===== src/rtl/txout_pkg.sv =====
// Shared types and sizing for the transducer output channel.
package txout_pkg;

    localparam int unsigned PHASE_W               = 16;
    localparam int unsigned CHARGE_W              = 9;
    localparam int unsigned MAX_ON_CYCLES_DEFAULT = 256;

    typedef enum logic [2:0] {
        TXOUT_IDLE   = 3'd0,
        TXOUT_ARMED  = 3'd1,
        TXOUT_DELAY  = 3'd2,
        TXOUT_CHARGE = 3'd3,
        TXOUT_DONE   = 3'd4
    } txoutState_e;

endpackage


===== src/rtl/txout_downcounter.sv =====
// Loadable down-counter with zero flag; saturates at zero instead of wrapping.
module txout_downcounter
    import txout_pkg::*;
(
    input  logic               clk,
    input  logic               rst,
    input  logic               load,
    input  logic               dec,
    input  logic [PHASE_W-1:0] loadValue,
    output logic [PHASE_W-1:0] count,
    output logic               zero
);

    always_ff @(posedge clk) begin
        if (rst) begin
            count <= '0;
        end else if (load) begin
            count <= loadValue;
        end else if (dec && (count != '0)) begin
            count <= count - PHASE_W'(1);
        end
    end

    assign zero = (count == '0);

endmodule


===== src/rtl/transducer_output_channel.sv =====
// Single-channel arm/trigger/delay/charge pulse generator.
// Optional on-time watchdog: define TXOUT_SAFETY_WATCHDOG_EN.
module transducer_output_channel
    import txout_pkg::*;
#(
    parameter int unsigned MAX_ON_CYCLES = MAX_ON_CYCLES_DEFAULT
) (
    input  logic                clk,
    input  logic                rst,
    input  logic                mask,
    input  logic                onYourMark,
    input  logic                GOGOGO_EXCLAMATION,
    input  logic [CHARGE_W-1:0] chargeTime,
    input  logic [PHASE_W-1:0]  phaseDelay,
    output logic                transducerOutput,
    output logic                fireComplete,
    output logic                warning
);

    txoutState_e         state;
    logic [PHASE_W-1:0]  phaseLatch;
    logic [CHARGE_W-1:0] chargeLatch;
    logic                maskLatch;

    logic                cntLoad;
    logic                cntDec;
    logic [PHASE_W-1:0]  cntLoadValue;
    logic [PHASE_W-1:0]  cntValue;
    logic                cntZero;
    logic                chargeEnd;
    logic                wdTrip;

    txout_downcounter u_counter (
        .clk       (clk),
        .rst       (rst),
        .load      (cntLoad),
        .dec       (cntDec),
        .loadValue (cntLoadValue),
        .count     (cntValue),
        .zero      (cntZero)
    );

    // One counter serves both phases: phase delay on trigger, charge time when delay expires.
    always_comb begin
        cntLoad      = 1'b0;
        cntDec       = 1'b0;
        cntLoadValue = '0;
        case (state)
            TXOUT_ARMED: begin
                if (onYourMark && GOGOGO_EXCLAMATION) begin
                    cntLoad      = 1'b1;
                    cntLoadValue = phaseLatch;
                end
            end
            TXOUT_DELAY: begin
                if (cntZero) begin
                    cntLoad      = 1'b1;
                    cntLoadValue = PHASE_W'(chargeLatch);
                end else begin
                    cntDec = 1'b1;
                end
            end
            TXOUT_CHARGE: cntDec = 1'b1;
            default: ;
        endcase
    end

    assign chargeEnd = (state == TXOUT_CHARGE) && (cntValue == PHASE_W'(1));

`ifdef TXOUT_SAFETY_WATCHDOG_EN
    localparam int unsigned WD_W = $clog2(MAX_ON_CYCLES + 1);

    logic [WD_W-1:0] onCount;

    // onCount holds the number of completed high cycles before the current edge.
    assign wdTrip = transducerOutput && (onCount == WD_W'(MAX_ON_CYCLES - 1));

    always_ff @(posedge clk) begin
        if (rst || !transducerOutput || wdTrip) begin
            onCount <= '0;
        end else begin
            onCount <= onCount + WD_W'(1);
        end
    end

    always_ff @(posedge clk) begin
        if (rst) begin
            warning <= 1'b0;
        end else if (wdTrip) begin
            warning <= 1'b1;
        end
    end
`else
    assign wdTrip  = 1'b0;
    assign warning = 1'b0;
`endif

    always_ff @(posedge clk) begin
        if (rst) begin
            state            <= TXOUT_IDLE;
            transducerOutput <= 1'b0;
            fireComplete     <= 1'b0;
            phaseLatch       <= '0;
            chargeLatch      <= '0;
            maskLatch        <= 1'b0;
        end else begin
            case (state)
                TXOUT_IDLE: begin
                    transducerOutput <= 1'b0;
                    if (onYourMark) begin
                        phaseLatch  <= phaseDelay;
                        chargeLatch <= chargeTime;
                        maskLatch   <= mask;
                        state       <= TXOUT_ARMED;
                    end
                end
                TXOUT_ARMED: begin
                    transducerOutput <= 1'b0;
                    if (!onYourMark) begin
                        state <= TXOUT_IDLE;
                    end else if (GOGOGO_EXCLAMATION) begin
                        state <= TXOUT_DELAY;
                    end
                end
                TXOUT_DELAY: begin
                    if (cntZero) begin
                        if (chargeLatch == '0) begin
                            state        <= TXOUT_DONE;
                            fireComplete <= 1'b1;
                        end else begin
                            state            <= TXOUT_CHARGE;
                            transducerOutput <= maskLatch;
                        end
                    end
                end
                TXOUT_CHARGE: begin
                    if (chargeEnd || wdTrip) begin
                        state            <= TXOUT_DONE;
                        transducerOutput <= 1'b0;
                        fireComplete     <= 1'b1;
                    end
                end
                TXOUT_DONE: begin
                    transducerOutput <= 1'b0;
                    fireComplete     <= 1'b1;
                end
                default: begin
                    state            <= TXOUT_IDLE;
                    transducerOutput <= 1'b0;
                end
            endcase
        end
    end

endmodule


===== config.mk =====
export PLATFORM = sky130hd
export DESIGN_NAME = transducer_output_channel
export DESIGN_NICKNAME = d
export VERILOG_FILES = /design/src/rtl/txout_pkg.sv /design/src/rtl/txout_downcounter.sv /design/src/rtl/transducer_output_channel.sv
export SDC_FILE = /design/constraint.sdc
export NUM_CORES = 1
export LEC_CHECK = 0
export ABC_CLOCK_PERIOD_IN_PS = 6200
export CAP_MARGIN = 20
export CELL_PAD_IN_SITES_DETAIL_PLACEMENT = 1
export CELL_PAD_IN_SITES_GLOBAL_PLACEMENT = 1
export CORE_MARGIN = 1
export CORE_UTILIZATION = 30
export DETAILED_ROUTE_END_ITERATION = 16
export HOLD_SLACK_MARGIN = 0.06
export PLACE_DENSITY = 0.6
export SLEW_MARGIN = 25
export SYNTH_ARGS = -nofsm -noshare
export SYNTH_HDL_FRONTEND = slang
export SYNTH_HIERARCHICAL = 1
export SYNTH_SLANG_ARGS = --single-unit

===== constraint.sdc =====
create_clock -name clk -period 6.2 [get_ports clk]
set_input_delay 0.93 -clock clk [delete_from_list [all_inputs] [get_ports clk]]
set_output_delay 0.93 -clock clk [all_outputs]
set_load 0.02 [all_outputs]

Word level (Yosys, flattened, before mapping):

Index checks and enable logic that the tools add are counted.

* register bits: 47
* latch bits: 0
* bits in writable memories: 0
* memory bits (read-only): 0
* input bits: 30
* word-level logic and storage cells: 58
* memories kept: 0

* add/sub/neg operators: 1
* multipliers: 0
* div/mod/pow operators: 0
* magnitude comparators: 0
* equal/unequal tests: 11
* shift operators: 0
* multiplexer cells: 25
* bitwise operators: 1
* reduce and logical (&&, ||, !) cells: 13

Operators by type and width (count)
* $mux 16: 3
* $pmux 16 s2: 1
* $mux 3: 6
* $eq 16x1->1 const B: 1
* $logic_not 16->1: 1
* $reduce_bool 16->1: 1
* $sub 16x1->16 const B: 1
* $pmux 3 s5: 1
* $ne 2x2->1 const B: 5
* $logic_not 9->1: 1
* $mux 1: 9
* $mux 9: 1
* $eq 3x2->1 const B: 2
* $pmux 1 s2: 3
* $reduce_and 5->1: 1
* $reduce_and 4->1: 1
* $eq 3x1->1 const B: 1
* $eq 3x3->1 const B: 1
* $logic_and 1x1->1: 3
* $logic_not 3->1: 1
* $ne 3x3->1 const B: 1
* $pmux 1 s3: 1
* $reduce_and 3->1: 1
* $reduce_bool 3->1: 1
* 3 further kinds: 3

Logic depth before layout (Yosys ltp):

* depth in word-level cells: 6
* gate-level depth with buffers: 12
* mapped depth without buffers: 10

Modules after synthesis:

The synthesis kept the hierarchy.

By module, submodules not included
* transducer_output_channel: instances 1, cells each 185, area an instance 1492.7 um2, sequential area each 620.6 um2
* txout_downcounter: instances 1, cells each 114, area an instance 944.7 um2, sequential area each 320.3 um2

Worst setup path after synthesis:

No wires, ideal clock.

* path kind: register to register
* start: reg u_counter.count[0]
* end: reg u_counter.count[4]
* library setup time: 0.091 ns
* arrival: 2.562 ns
* slack: 3.547 ns
* stages on the path, launching flop included: 10
* clock period less this slack: 2.653 ns
* cells stage by stage: dfxtp_1 > inv_1 > ha_1 > nor3b_1 > and4bb_2 > buf_6 > a21oi_1 > or4bb_1 > or3_2 > a311oi_1

* word-level cells in the longest chain between the ends: 5

RTL lines
* from (decl): RTL line txout_downcounter.sv:10 `output logic [PHASE_W-1:0] count,`
* from (signal assigned): RTL line txout_downcounter.sv:18 `count <= loadValue;`
* from (signal assigned): RTL line txout_downcounter.sv:20 `count <= count - PHASE_W'(1);`
* $logic_not 16->1: RTL line txout_downcounter.sv:24 `assign zero = (count == '0);`
* net cntZero: RTL line transducer_output_channel.sv:29 `logic cntZero;`
* $mux 1: RTL line transducer_output_channel.sv:56 `if (cntZero) begin`
* $pmux 1 s2: RTL line transducer_output_channel.sv:48 `case (state)`
* net cntDec: RTL line transducer_output_channel.sv:26 `logic cntDec;`
* $logic_and 1x1->1: RTL line txout_downcounter.sv:19 `end else if (dec && (count != '0)) begin`
* $reduce_bool 2->1 (no line)

The timed path passes the listed nets, and every way through them passes these cells. The select of a mux whose other input is x is not followed.
A chain may end at the register's enable or synchronous reset.

Worst setup path after layout:

* start: reg u_counter.count[3]
* end: reg u_counter.count[14]

RTL lines
* $logic_not 16->1 (*): RTL line txout_downcounter.sv:24
* net cntZero: RTL line transducer_output_channel.sv:29
* $mux 1 (*): RTL line transducer_output_channel.sv:56
* $pmux 1 s2 (*): RTL line transducer_output_channel.sv:48
* net cntLoad: RTL line transducer_output_channel.sv:25 `logic cntLoad;`
* $mux 16 or $reduce_bool 2->1 (tied branches)

Mark *: on every way through the listed nets, which the timed path passes. The rest lies on a longest branch. The select of a mux whose other input is x is not followed.

==> parameters.txt <==
Parameter                              Value

Timing
  Unrepaired setup endpoints after global routing ... false
  Final hold viol count ... 0
  Clock Skew ... around 4 ps
  Worst-Margin Slew ... between 800 and 900 ps
  Period utilisation layout ... 58.9%
  Rel. slew slack ... 41.4%
  Total Neg Setup Slack ... 0 ps
  Maximum clock frequency ... 274 MHz
  Final-report setup violation count ... 0
  Max-slew violation total from the final report ... 0
  Fin crit period ... 3650 ps

Layout
  Number of fill cells in the layout ... 952
  Final non-filler cell area ... 0.00288 mm2
  Top library cells by usage in the layout, fill and taps aside ... 65 x nand2_1, 47 x dfxtp_1, 36 x a21oi_1
  Most frequent standard cell in the layout excluding fill and tap cells ... nand2_1
  Multi-input combinational cell area ... 0.00135 mm2
  Area taken by flip-flops and latches ... 941 um2
  Layout overhead on the synthesized area ... 18.2%
  Total Nets Final ... 352
  Antenna diode count ... 0
  Share of cells above drive strength 1 ... 9.01%

Placement
  Count of input and output buffers ... 31
  Placed instance area ... 0.00275 mm2
  Placed wire-length estimate after detailed placement ... 4.52 mm
  Final RePlAce weighted congestion ... around 0.76

Setup path
  Element type at the critical path start ... register
  Max incr delay on CP ... ~650 ps
  Data arrival time at the worst-slack endpoint ... ~3800 ps
  Critical R2R Launch ... u_counter/count[3]
  Type of the worst setup path ... reg -> reg
  Cell-by-cell listing of the critical path ... nor4_1 > and4bb_2 > and3_1 > or2_1 > clkinv_1 > o21bai_1 > a21oi_1
  Worst Reg-to-Reg Cells ... 7
  CP delay by family, top ... simple AND/OR/NAND/NOR gates
  Critical path buffers and inverters ... 1
  Data required time at the worst endpoint ... 6360 ps
  Top fanout value on the critical path ... 27
  Endpoint type of the worst setup path ... register
  Internal reg-to-reg setup slack ... approximately 2500 ps
  End of the worst register-to-register path ... u_counter/count[14]
  Slowest cell on the critical path ... clkinv_1

Yosys
  Flip-flop and latch count after synthesis ... 47
  FFs w/ async S/R, synth ... 0%
  Number of instances in the synthesized netlist ... roughly 300
  Share of the yosys chip area belonging to registers ... 38.6%
  Most common flop cell mapped by yosys ... dfxtp_1
  Syn Std Cell Area ... 0.00244 mm2
  Yosys warnings ... 6
  Post-synth cell types ... 53
  Number of flops mapped to enable cells by yosys ... 0
  Net count of the mapped netlist ... 330
  Average footprint of a synthesized cell ... 8.15 um2

Run
  Max-cap violations ... 0

GRT
  Met2 GRT Util ... 23.9%
  Congestion Overflow GR ... 0
  Wire length of the first global-routing pass ... 10.7 mm
  GRT met3 Usage ... 2.32%
  Global-route track usage on met1 ... a little under a quarter
  Maximum number of pins on one net before global-route repair ... 50
  Number of global-route vias before repair ... ~2100
  Most used routing layer ... met2
  Combined global-route utilization of all metal layers ... 15.7%
  Initial antenna violation count ... 0

Floorplanning
  Overall die area ... 0.00849 mm2
  Height of the chip ... 92.1 um
  Initial Utilization ... 31.2%
  I/O pin cnt ... 33
  Core Region ... 0.00781 mm2
  Std cell rows ... 32
  Die Width ... 92.1 um

Clocking
  Largest buffer count on any clock path ... 2
  Number of hold buffers added after cts ... 0
  Total CTS buffers ... 5
  H-tree levels ... 2
  Post-CTS sizing ... 0
  Post-CTS setup buffer count ... 0
  TritonCTS clock tree ... built
  Clock slew seen by the registers of the worst setup and hold paths ... 90 ps
  Latest clock arrival within the worst-skew pair ... about 300 ps
  Root buf cell ... clkbuf_8
  # clock sinks ... 47

Routing
  DRT Pass-1 Iters ... 4
  Count of routing violations after the opening detailed-route iteration ... 67
  Count of nets left with antenna violations after detail routing ... 0
  Total via count after detailed routing ... 2132
  Post-DR wirelength/cell ... 14.9 um
  DR vias/cell ... 5.03
  Residual DRC count ... 0
  Wire length after detailed routing ... 6.30 mm

Power and ir drop
  Internal Pwr Total ... 0.741 mW
  Power per unit of standard cell area ... roughly 450 mW/mm2
  Sw frac ... 43.0%
  Logic gate share of total power ... between 40% and 50%
  Static Leak ... 1.01 nW
  Maximum resistive drop on vdd ... between 0.15 and 0.2 mV
  Share of power burned in the clock network ... roughly 18%
  Net Switching ... 0.560 mW
  Reg power frac ... 36.7%

Min path
  Number of stages on the worst hold path ... 2
  Worst hold path type ... reg -> reg
  End point of the worst hold path ... phaseLatch[8]
  Min-delay src ... phaseLatch[8]

Outcome
  Result of the run ... completed
==> cell usage after synthesis (2+ instances only) <==
master | count | area, um2
nor3b_1 | 2 | 15.0
xnor2_1 | 8 | 70.1
o221ai_1 | 2 | 17.5
buf_6 | 4 | 45.0
nor4_2 | 3 | 37.5
nand2_1 | 65 | 244
a311oi_1 | 3 | 26.3
o21bai_1 | 3 | 22.5
nor2_1 | 22 | 82.6
a22o_1 | 9 | 78.8
nand3_1 | 3 | 15.0
and3_1 | 8 | 50.1
nand2b_4 | 2 | 27.5
clkbuf_1 | 5 | 18.8
or3_2 | 3 | 22.5
or3_1 | 2 | 12.5
nor3_4 | 2 | 32.5
dfxtp_1 | 47 | 941
buf_4 | 3 | 22.5
o21ai_2 | 3 | 26.3
a211oi_1 | 9 | 67.6
inv_1 | 3 | 11.3
buf_2 | 4 | 20.0
a21oi_1 | 36 | 180
nor4_1 | 5 | 31.3
mux2i_1 | 2 | 20.0
nor3_1 | 11 | 55.1
o21ai_0 | 4 | 20.0
nand4_1 | 2 | 12.5
==> cell families after synthesis <==
| family | after synthesis | share of synthesized area [%] |
|---|---|---|
| AND/OR/NAND/NOR | 143 | 30.9 |
| AO/OA/AOI/OAI | 74 | 20.0 |
| flip-flops | 47 | 38.6 |
| buffers and inverters | 23 | 6.11 |
| XOR/XNOR | 8 | 2.87 |
| multiplexers | 2 | 0.821 |
| adder cells (fa/ha/maj) | 1 | 0.513 |
| other | 1 | 0.154 |
==> cell type report <==
cell class,instances,area share (%)
clock buffers,6,2.87
clock inverters,2,1.22
inverters,5,0.651
multi-input cells,229,46.8
flip-flops and latches,47,32.7
well taps,102,4.43
repair buffers,33,11.4
==> per-stage QoR <==
step           power, mW  utilization, %  hold WS, ps  setup slack (ps)  instances
3_5_place_dp        1.07            35.3          449              2500        415
5_1_grt             1.41            36.9          480              2260        424
6_report            1.30            36.9          462              2550        424
3_3_place_gp        1.06            35.3          443              2670        415
4_1_cts             1.31            36.8          463              2540        423
2_1_floorplan      0.952               -          432              3550        299
==> power groups by stage <==
stage                     clock (mW)  combinational (mW)  sequential, mW
after floorplan                    0               0.504           0.448
after global placement             0               0.573           0.484
after detailed placement           0               0.584           0.485
after CTS                      0.245               0.588           0.478
after global routing           0.257               0.658           0.493
final                          0.236               0.587           0.477
==> tightest hold or removal path: stages (launching register included) <==
cell,delay (ps)
dfxtp_1,320
nand2_1,50
a21oi_1,50
==> state kept, by name, summed over array words and instances, names as in the netlist <==
signal and cells:
transducerOutput 1, phaseLatch 16, maskLatch 1, u_counter/count 16, fireComplete 1, chargeLatch 9
state 3
==> per-layer routing <==
metal / wire length [um] / part of all wire (%) / vias up
met5: 0 / 0 / -
met4: 44 / 0.70 / 0
met3: 130 / 2.1 / 4
met2: 2690 / 43 / 27
met1: 3440 / 55 / 1005
li1: - / - / 1096
==> worst max-delay path by stage <==
stage                             startpoint             endpoint  slack (ps)  cells after the start
after global placement            onYourMark  u_counter/count[14]        2670                      8
after CTS                 u_counter/count[3]  u_counter/count[14]        2540                      7
after global routing      u_counter/count[3]  u_counter/count[14]        2260                      7
after detailed placement          onYourMark  u_counter/count[14]        2500                      8
final                     u_counter/count[3]  u_counter/count[14]        2550                      7
after floorplan           u_counter/count[0]   u_counter/count[4]        3550                      9
Note: power is estimated with default switching activity, not from simulation.
